`config.mk`:
```
export PLATFORM = sky130hd
export DESIGN_NAME = nand_flash_target
export DESIGN_NICKNAME = d
export VERILOG_FILES = /design/src/rtl/nand_target_pkg.sv /design/src/rtl/nand_page_ram.sv /design/src/rtl/nand_flash_target.sv
export SDC_FILE = /design/constraint.sdc
export NUM_CORES = 2
export LEC_CHECK = 0
export BUFFER_PORTS_ARGS = -buffer_cell sky130_fd_sc_hd__clkbuf_2
export CAP_MARGIN = 20
export CORE_MARGIN = 1
export CORE_UTILIZATION = 50
export DETAILED_ROUTE_END_ITERATION = 16
export GPL_ROUTABILITY_DRIVEN = 0
export PLACE_DENSITY = 0.66
export SLEW_MARGIN = 30
export SYNTH_ARGS = -nofsm -noshare
export SYNTH_HDL_FRONTEND = slang
export SYNTH_HIERARCHICAL = 1
export SYNTH_SLANG_ARGS = --single-unit
```
`constraint.sdc`:
```
create_clock -name clk -period 4.65 [get_ports clk]
set_input_delay 1.395 -clock clk [delete_from_list [all_inputs] [get_ports clk]]
set_output_delay 1.395 -clock clk [all_outputs]
set_load 0.005 [all_outputs]
```
`src/rtl/nand_target_pkg.sv`:
```
//------------------------------------------------------------------------------
// Module : nand_target_pkg
// Brief  : Opcodes, FSM states and status-bit positions for the NAND target.
// Rev    : 1.0  initial release
//------------------------------------------------------------------------------
`default_nettype none

package nand_target_pkg;

    localparam logic [7:0] CMD_READ       = 8'h00;
    localparam logic [7:0] CMD_READ_CONF  = 8'h30;
    localparam logic [7:0] CMD_PROG       = 8'h80;
    localparam logic [7:0] CMD_PROG_CONF  = 8'h10;
    localparam logic [7:0] CMD_ERASE      = 8'h60;
    localparam logic [7:0] CMD_ERASE_CONF = 8'hD0;
    localparam logic [7:0] CMD_STATUS     = 8'h70;
    localparam logic [7:0] CMD_ID         = 8'h90;
    localparam logic [7:0] CMD_RESET      = 8'hFF;

    localparam int STAT_WP   = 7;
    localparam int STAT_RDY  = 6;
    localparam int STAT_FAIL = 0;

    typedef enum logic [3:0] {
        S_IDLE     = 4'd0,
        S_RD_ADDR  = 4'd1,
        S_BUSY_RD  = 4'd2,
        S_DATA_OUT = 4'd3,
        S_PG_ADDR  = 4'd4,
        S_DATA_IN  = 4'd5,
        S_BUSY_PG  = 4'd6,
        S_ER_ADDR  = 4'd7,
        S_BUSY_ER  = 4'd8,
        S_ST_OUT   = 4'd9,
        S_ID_OUT   = 4'd10,
        S_BUSY_RST = 4'd11
    } state_t;

    function automatic logic is_busy(input state_t s);
        return (s == S_BUSY_RD) || (s == S_BUSY_PG) ||
               (s == S_BUSY_ER) || (s == S_BUSY_RST);
    endfunction

endpackage

`default_nettype wire

```
`src/rtl/nand_page_ram.sv`:
```
//------------------------------------------------------------------------------
// Module : nand_page_ram
// Brief  : Single-port byte RAM holding the flash array, one-cycle read latency.
// Rev    : 1.0  initial release
//------------------------------------------------------------------------------
`default_nettype none

module nand_page_ram #(
    parameter int AW = 8
) (
    input  logic          clk,
    input  logic [AW-1:0] addr,
    input  logic          we,
    input  logic [7:0]    din,
    output logic [7:0]    dout
);

    localparam int DEPTH = 1 << AW;

    logic [7:0] r_mem [DEPTH];
    logic [7:0] r_dout;

    // Flash content survives reset, so the array has no reset branch.
    always_ff @(posedge clk) begin
        if (we) begin
            r_mem[addr] <= din;
        end
        r_dout <= r_mem[addr];
    end

    assign dout = r_dout;

endmodule

`default_nettype wire

```
`src/rtl/nand_flash_target.sv`:
```
//------------------------------------------------------------------------------
// Module : nand_flash_target
// Brief  : Flash-chip end of the NAND bus: page array, page register, ONFI subset.
// Rev    : 1.0  initial release
//------------------------------------------------------------------------------
`default_nettype none

module nand_flash_target
    import nand_target_pkg::*;
#(
    parameter int          PAGE_BYTES  = 16,
    parameter int          NUM_PAGES   = 16,
    parameter int          BUSY_CYCLES = 32,
    parameter int          RST_CYCLES  = 8,
    parameter logic [39:0] ID_BYTES    = 40'hEC_D3_51_95_58
) (
    input  logic       clk,
    input  logic       rst,
    input  logic       iCE_N,
    input  logic       iCLE,
    input  logic       iALE,
    input  logic       iWE_N,
    input  logic       iRE_N,
    input  logic       iWP_N,
    output logic       oRB_N,
    input  logic [7:0] dq_in,
    output logic [7:0] dq_out,
    output logic       dq_oe
);

    localparam int CW      = $clog2(PAGE_BYTES);
    localparam int RW      = $clog2(NUM_PAGES);
    localparam int CNT_MAX = (BUSY_CYCLES > RST_CYCLES) ? BUSY_CYCLES : RST_CYCLES;
    localparam int CNT_W   = $clog2(CNT_MAX + 1);

    state_t            r_state;
    logic              r_we_d;
    logic              r_re_d;
    logic [CW-1:0]     r_col;
    logic [RW-1:0]     r_row;
    logic [1:0]        r_addr_cnt;
    logic [CNT_W-1:0]  r_cnt;
    logic              r_fail;
    logic              r_stat_en;
    logic [2:0]        r_id_idx;
    logic              r_rb_n;
    logic [7:0]        r_dq_out;
    logic [7:0]        r_page [PAGE_BYTES];
    logic              r_rd_vld;
    logic [CW-1:0]     r_rd_idx;

    logic              w_we_rise;
    logic              w_re_fall;
    logic              w_cmd;
    logic              w_addr;
    logic              w_data;
    logic              w_busy;
    logic              w_busy_last;
    logic              w_out_state;
    logic              w_copy;
    logic [CW-1:0]     w_idx;
    logic [7:0]        w_status;
    logic [CW+RW-1:0]  w_ram_addr;
    logic              w_ram_we;
    logic [7:0]        w_ram_din;
    logic [7:0]        w_ram_dout;

    assign w_we_rise = !iCE_N && !r_we_d && iWE_N;
    assign w_re_fall = !iCE_N && r_re_d && !iRE_N;
    assign w_cmd     = w_we_rise && iCLE && !iALE;
    assign w_addr    = w_we_rise && iALE && !iCLE;
    assign w_data    = w_we_rise && !iCLE && !iALE;

    assign w_busy      = is_busy(r_state);
    assign w_busy_last = (r_state == S_BUSY_RST) ? (r_cnt == CNT_W'(RST_CYCLES - 1))
                                                 : (r_cnt == CNT_W'(BUSY_CYCLES - 1));
    assign w_out_state = (r_state == S_DATA_OUT) || (r_state == S_ST_OUT) ||
                         (r_state == S_ID_OUT) || (w_busy && r_stat_en);

    always_comb begin
        w_status            = '0;
        w_status[STAT_WP]   = iWP_N;
        w_status[STAT_RDY]  = r_rb_n;
        w_status[STAT_FAIL] = r_fail;
    end

    // The busy counter doubles as the byte index for the array copy.
    assign w_copy     = (r_cnt < CNT_W'(PAGE_BYTES));
    assign w_idx      = r_cnt[CW-1:0];
    assign w_ram_addr = {r_row, w_idx};
    assign w_ram_we   = ((r_state == S_BUSY_PG) || (r_state == S_BUSY_ER)) && !r_fail && w_copy;
    assign w_ram_din  = (r_state == S_BUSY_ER) ? 8'hFF : r_page[w_idx];

    nand_page_ram #(
        .AW (CW + RW)
    ) u_ram (
        .clk  (clk),
        .addr (w_ram_addr),
        .we   (w_ram_we),
        .din  (w_ram_din),
        .dout (w_ram_dout)
    );

    assign oRB_N  = r_rb_n;
    assign dq_out = r_dq_out;
    assign dq_oe  = w_out_state && !iCE_N;

    always_ff @(posedge clk or negedge rst) begin
        if (!rst) begin
            r_state    <= S_IDLE;
            r_we_d     <= 1'b1;
            r_re_d     <= 1'b1;
            r_col      <= '0;
            r_row      <= '0;
            r_addr_cnt <= '0;
            r_cnt      <= '0;
            r_fail     <= 1'b0;
            r_stat_en  <= 1'b0;
            r_id_idx   <= '0;
            r_rb_n     <= 1'b1;
            r_dq_out   <= 8'hAA;
            r_rd_vld   <= 1'b0;
            r_rd_idx   <= '0;
            for (int i = 0; i < PAGE_BYTES; i++) begin
                r_page[i] <= 8'hFF;
            end
        end else begin
            r_we_d <= iWE_N;
            r_re_d <= iRE_N;

            // Array read data arrives one cycle after its address.
            r_rd_vld <= (r_state == S_BUSY_RD) && w_copy;
            r_rd_idx <= w_idx;
            if (r_rd_vld) begin
                r_page[r_rd_idx] <= w_ram_dout;
            end

            if (w_busy) begin
                if (w_busy_last) begin
                    r_rb_n    <= 1'b1;
                    r_cnt     <= '0;
                    r_stat_en <= 1'b0;
                    if (r_state == S_BUSY_RD) begin
                        r_state <= S_DATA_OUT;
                    end else begin
                        r_state <= r_stat_en ? S_ST_OUT : S_IDLE;
                    end
                end else begin
                    r_cnt <= r_cnt + 1'b1;
                end
            end

            if (w_re_fall && w_out_state) begin
                if (r_state == S_DATA_OUT) begin
                    r_dq_out <= r_page[r_col];
                    r_col    <= r_col + 1'b1;
                end else if (r_state == S_ID_OUT) begin
                    r_dq_out <= ID_BYTES[8*(4 - int'(r_id_idx)) +: 8];
                    if (r_id_idx < 3'd4) begin
                        r_id_idx <= r_id_idx + 1'b1;
                    end
                end else begin
                    r_dq_out <= w_status;
                end
            end

            if (w_cmd) begin
                if (w_busy) begin
                    if (dq_in == CMD_STATUS) begin
                        r_stat_en <= 1'b1;
                    end else if (dq_in == CMD_RESET) begin
                        r_state   <= S_BUSY_RST;
                        r_rb_n    <= 1'b0;
                        r_cnt     <= '0;
                        r_fail    <= 1'b0;
                        r_col     <= '0;
                        r_row     <= '0;
                        r_stat_en <= 1'b0;
                    end
                end else if (r_state == S_RD_ADDR && r_addr_cnt == 2'd2 &&
                             dq_in == CMD_READ_CONF) begin
                    r_state   <= S_BUSY_RD;
                    r_rb_n    <= 1'b0;
                    r_cnt     <= '0;
                    r_stat_en <= 1'b0;
                end else if ((r_state == S_DATA_IN && dq_in == CMD_PROG_CONF) ||
                             (r_state == S_ER_ADDR && r_addr_cnt == 2'd1 &&
                              dq_in == CMD_ERASE_CONF)) begin
                    r_state   <= (r_state == S_DATA_IN) ? S_BUSY_PG : S_BUSY_ER;
                    r_rb_n    <= 1'b0;
                    r_cnt     <= '0;
                    r_stat_en <= 1'b0;
                    if (!iWP_N) begin
                        r_fail <= 1'b1;
                    end
                end else begin
                    r_addr_cnt <= '0;
                    case (dq_in)
                        CMD_READ: begin
                            r_state <= S_RD_ADDR;
                            r_fail  <= 1'b0;
                        end
                        CMD_PROG: begin
                            r_state <= S_PG_ADDR;
                            r_fail  <= 1'b0;
                            for (int i = 0; i < PAGE_BYTES; i++) begin
                                r_page[i] <= 8'hFF;
                            end
                        end
                        CMD_ERASE: begin
                            r_state <= S_ER_ADDR;
                            r_fail  <= 1'b0;
                        end
                        CMD_STATUS: r_state <= S_ST_OUT;
                        CMD_ID: begin
                            r_state  <= S_ID_OUT;
                            r_id_idx <= '0;
                        end
                        CMD_RESET: begin
                            r_state   <= S_BUSY_RST;
                            r_rb_n    <= 1'b0;
                            r_cnt     <= '0;
                            r_fail    <= 1'b0;
                            r_col     <= '0;
                            r_row     <= '0;
                            r_stat_en <= 1'b0;
                        end
                        default: r_state <= S_IDLE;
                    endcase
                end
            end else if (w_addr) begin
                if (r_state == S_RD_ADDR || r_state == S_PG_ADDR) begin
                    if (r_addr_cnt == 2'd0) begin
                        r_col      <= dq_in[CW-1:0];
                        r_addr_cnt <= 2'd1;
                    end else if (r_addr_cnt == 2'd1) begin
                        r_row      <= dq_in[RW-1:0];
                        r_addr_cnt <= 2'd2;
                        if (r_state == S_PG_ADDR) begin
                            r_state <= S_DATA_IN;
                        end
                    end
                end else if (r_state == S_ER_ADDR && r_addr_cnt == 2'd0) begin
                    r_row      <= dq_in[RW-1:0];
                    r_addr_cnt <= 2'd1;
                end
            end else if (w_data && r_state == S_DATA_IN) begin
                r_page[r_col] <= dq_in;
                r_col         <= r_col + 1'b1;
            end
        end
    end

endmodule

`default_nettype wire

```
==> out/metrics.cfg <==
[final_layout]
multi_input_area_mm2=0.02287
drive_above_1_share_pct=30.28
num-nets-final=4967
layout_common_cells=edfxtp_1, mux4_2, nor2_1
fillCellCount=13200
syn2layout_area_growth_pct=12.76
regArea_mm2=0.06607
final_common_cell=edfxtp_1
instances_no_fill=7487

[worst_setup_path]
worstSetupStartpointType=register
cp_data_required_time_ps=3250
path_class=reg2out
path_max_fanout=18
r2r-start=r_cnt[0]
critPathBufInv=1
path_cells=nand4bb_1 -> nor2_1 -> or3_1 -> clkbuf_2
crit_family=simple AND/OR/NAND/NOR gates
crit_path_top_delay_cell=dfrtp_1
cp-startpoint=r_state[1]
worstSetupEndpointType=primary output
critPathMaxStageDelay_ps=710
arrival_ps=2740

[sta]
fin_crit_sh_pct=89.03
layout_min_cycle_time_ps=4140
whs_ps=495.5
hold_violations=0
tightest_slew_ps=1061
slew_headroom_pct=29.18
final-max-slew-violation-count=0
tns_ps=0
setup_viol=0
max_freq_mhz=241.6
rsz0062_at_grt=false
skew_ps=48.28

[detailed_routing]
antenna_left=0
dr.pass1.iters=6
wl_per_cell_um=29.82
drt-initial-drc-count=5728
wirelength_mm=223.3
drc=0
vias=47770
post_drt_via_cell_ratio=6.380

[global_routing]
grtUsageMet3_pct=4.321
overflow=0
met2_usage_pct=38.23
antenna_found_initial=4
grt_max_degree=120
use_met1_pct=36.42
grt.total_usage_pct=24.65
grt_pass1_vias=47360
grt_pass1_wl_mm=327.7
busiest_layer=met2

[worst_hold_path]
holdCritStartpoint=dq_out[3]
min_path_type=reg2reg

[pwr]
powerDensity_mw_per_mm2=617.9
switching_share_pct=31.73
power_frac_clock_pct=27.1
p_leak_nw=33.06
power_frac_seq_pct=43.0
p_comb_share_pct=29.9
p_int_mw=43.00
peakVddDrop_mv=0.4427
p_sw_mw=19.99
finalPower_mw=63.00

[floorplanning]
ioPinCount=26
start_util_pct=50.51
coreArea_mm2=0.1790
die_x_um=427.3
fp-row-count=155
dieArea_mm2=0.1825
die_y_um=427.3

[cts]
cts_sinks=2225
postCtsResizedCells=0
numCtsBuffers=217
root_buffer=clkbuf_16
cts_max_path_buffers=3
clkTransAtPathRegs_ps=60
post_cts_buffers=0
cts_hold_buffers=0
insertion_delay_ps=850
cts_max_level=4
cts_tree=built

[yosys]
ys_warn_count=6
ys_types=78
syn_area_mm2=0.09042
syn_area_per_cell_um2=19.20
synth_fp_nets=4736
syn_inst=4710
ys_ff_latch=2225
synth-async-reset-ratio_pct=7.596
ys_seq_area_share_pct=73.06
synth_edf_count=2048
yosys_most_used_dff=edfxtp_1

[placed_design]
hpwl_mm=135.8
io_buffers=25
dpl.cell_count=7074

[status]
status=finished clean

[job]
cap_violations=0

worst reg2reg max path: cells and delay by family, from the launching register on:
kind / cells / cell delay, ps
compound gates: 3 / 1410
flops: 1 / 930
mux: 1 / 780
buf+inv: 2 / 710
simple gates: 1 / 90
flip-flops by register name (all words and copies together) (netlist names), 2 cells and up:
name and flops:
u_ram/r_mem 2048, r_page 128, dq_out 8, u_ram/dout 8, r_cnt 6, r_col 4, r_rd_idx 4, r_row 4
r_state 4, r_id_idx 3, r_addr_cnt 2
stage by stage:
step                      utilization, %  instance area (um2)  setup slack (ps)
after CTS                          56.90               101900             452.3
after detailed placement           53.03                94930             551.7
after global placement             52.97                94820             266.2
after floorplan                        -                90420             921.4
after global routing               56.95               101900             301.2
final                              56.96               102000             510.1
final cells by class:
class / instances / area share, %
flip-flops and latches: 2225 / 64.80
multi-input cells: 2135 / 22.44
clock buffers: 276 / 5.704
repair buffers: 342 / 3.008
well taps: 2355 / 2.890
clock inverters: 131 / 1.080
inverters: 20 / 0.07363
diodes: 3 / 0.007363
cells by family after synthesis:
| kind of cell | Yosys count | synth area share [%] |
|---|---|---|
| XOR/XNOR | 12 | 0.1162 |
| flip-flops | 2225 | 73.06 |
| AND/OR/NAND/NOR | 752 | 3.787 |
| adder cells (fa/ha/maj) | 10 | 0.1384 |
| AO/OA/AOI/OAI | 594 | 4.317 |
| buffers and inverters | 350 | 1.789 |
| multiplexers | 767 | 16.79 |
Yosys cell counts, types with 10 or more instances:
master / count / area share, %
a22oi_1: 259 / 2.2
buf_4: 28 / 0.23
buf_1: 25 / 0.10
buf_2: 57 / 0.32
or3_1: 12 / 0.083
nor2_1: 379 / 1.6
ha_1: 10 / 0.14
dfstp_2: 135 / 3.9
nand3_1: 27 / 0.15
nor2b_1: 13 / 0.090
buf_6: 17 / 0.21
nor3_1: 141 / 0.78
mux2_2: 131 / 1.6
edfxtp_1: 2048 / 68
a21oi_1: 145 / 0.80
o21ai_0: 16 / 0.089
nand2_1: 91 / 0.38
mux2i_1: 49 / 0.54
nand4_1: 14 / 0.097
or2_2: 12 / 0.083
nand2b_1: 19 / 0.13
inv_1: 19 / 0.079
o41ai_1: 32 / 0.31
dfrtp_1: 34 / 0.94
o21ai_1: 88 / 0.49
clkbuf_1: 203 / 0.84
mux4_2: 587 / 15
worst paths after layout:
path	end	slack, ps	cells past startpoint
hold / removal	dq_out[3]	500	2
min in group asynchronous	r_col[2]	580	1
max in group asynchronous	r_page[68]	2990	2
setup / recovery	dq_oe	510	4
setup reg to reg	u_ram/dout[7]	580	7
hold reg to reg	dq_out[3]	500	2
metal layers:
metal / routed length [um] / part of all wire, %
met2: 106800 / 48
met5: 27 / 0.012
met1: 93070 / 42
met3: 18210 / 8.2
met4: 5156 / 2.3
power by group through the flow:
| stage | clock [mW] | sequential (mW) | combinational [mW] |
|---|---|---|---|
| floorplan | 0 | 27.1 | 12.4 |
| global placement | 0 | 27.4 | 18.4 |
| detailed placement | 0 | 27.5 | 18.8 |
| CTS | 17.3 | 27.0 | 18.9 |
| global route | 18.1 | 27.1 | 20.0 |
| finish | 17.1 | 27.1 | 18.9 |
Power figures use the tool's default switching activity.
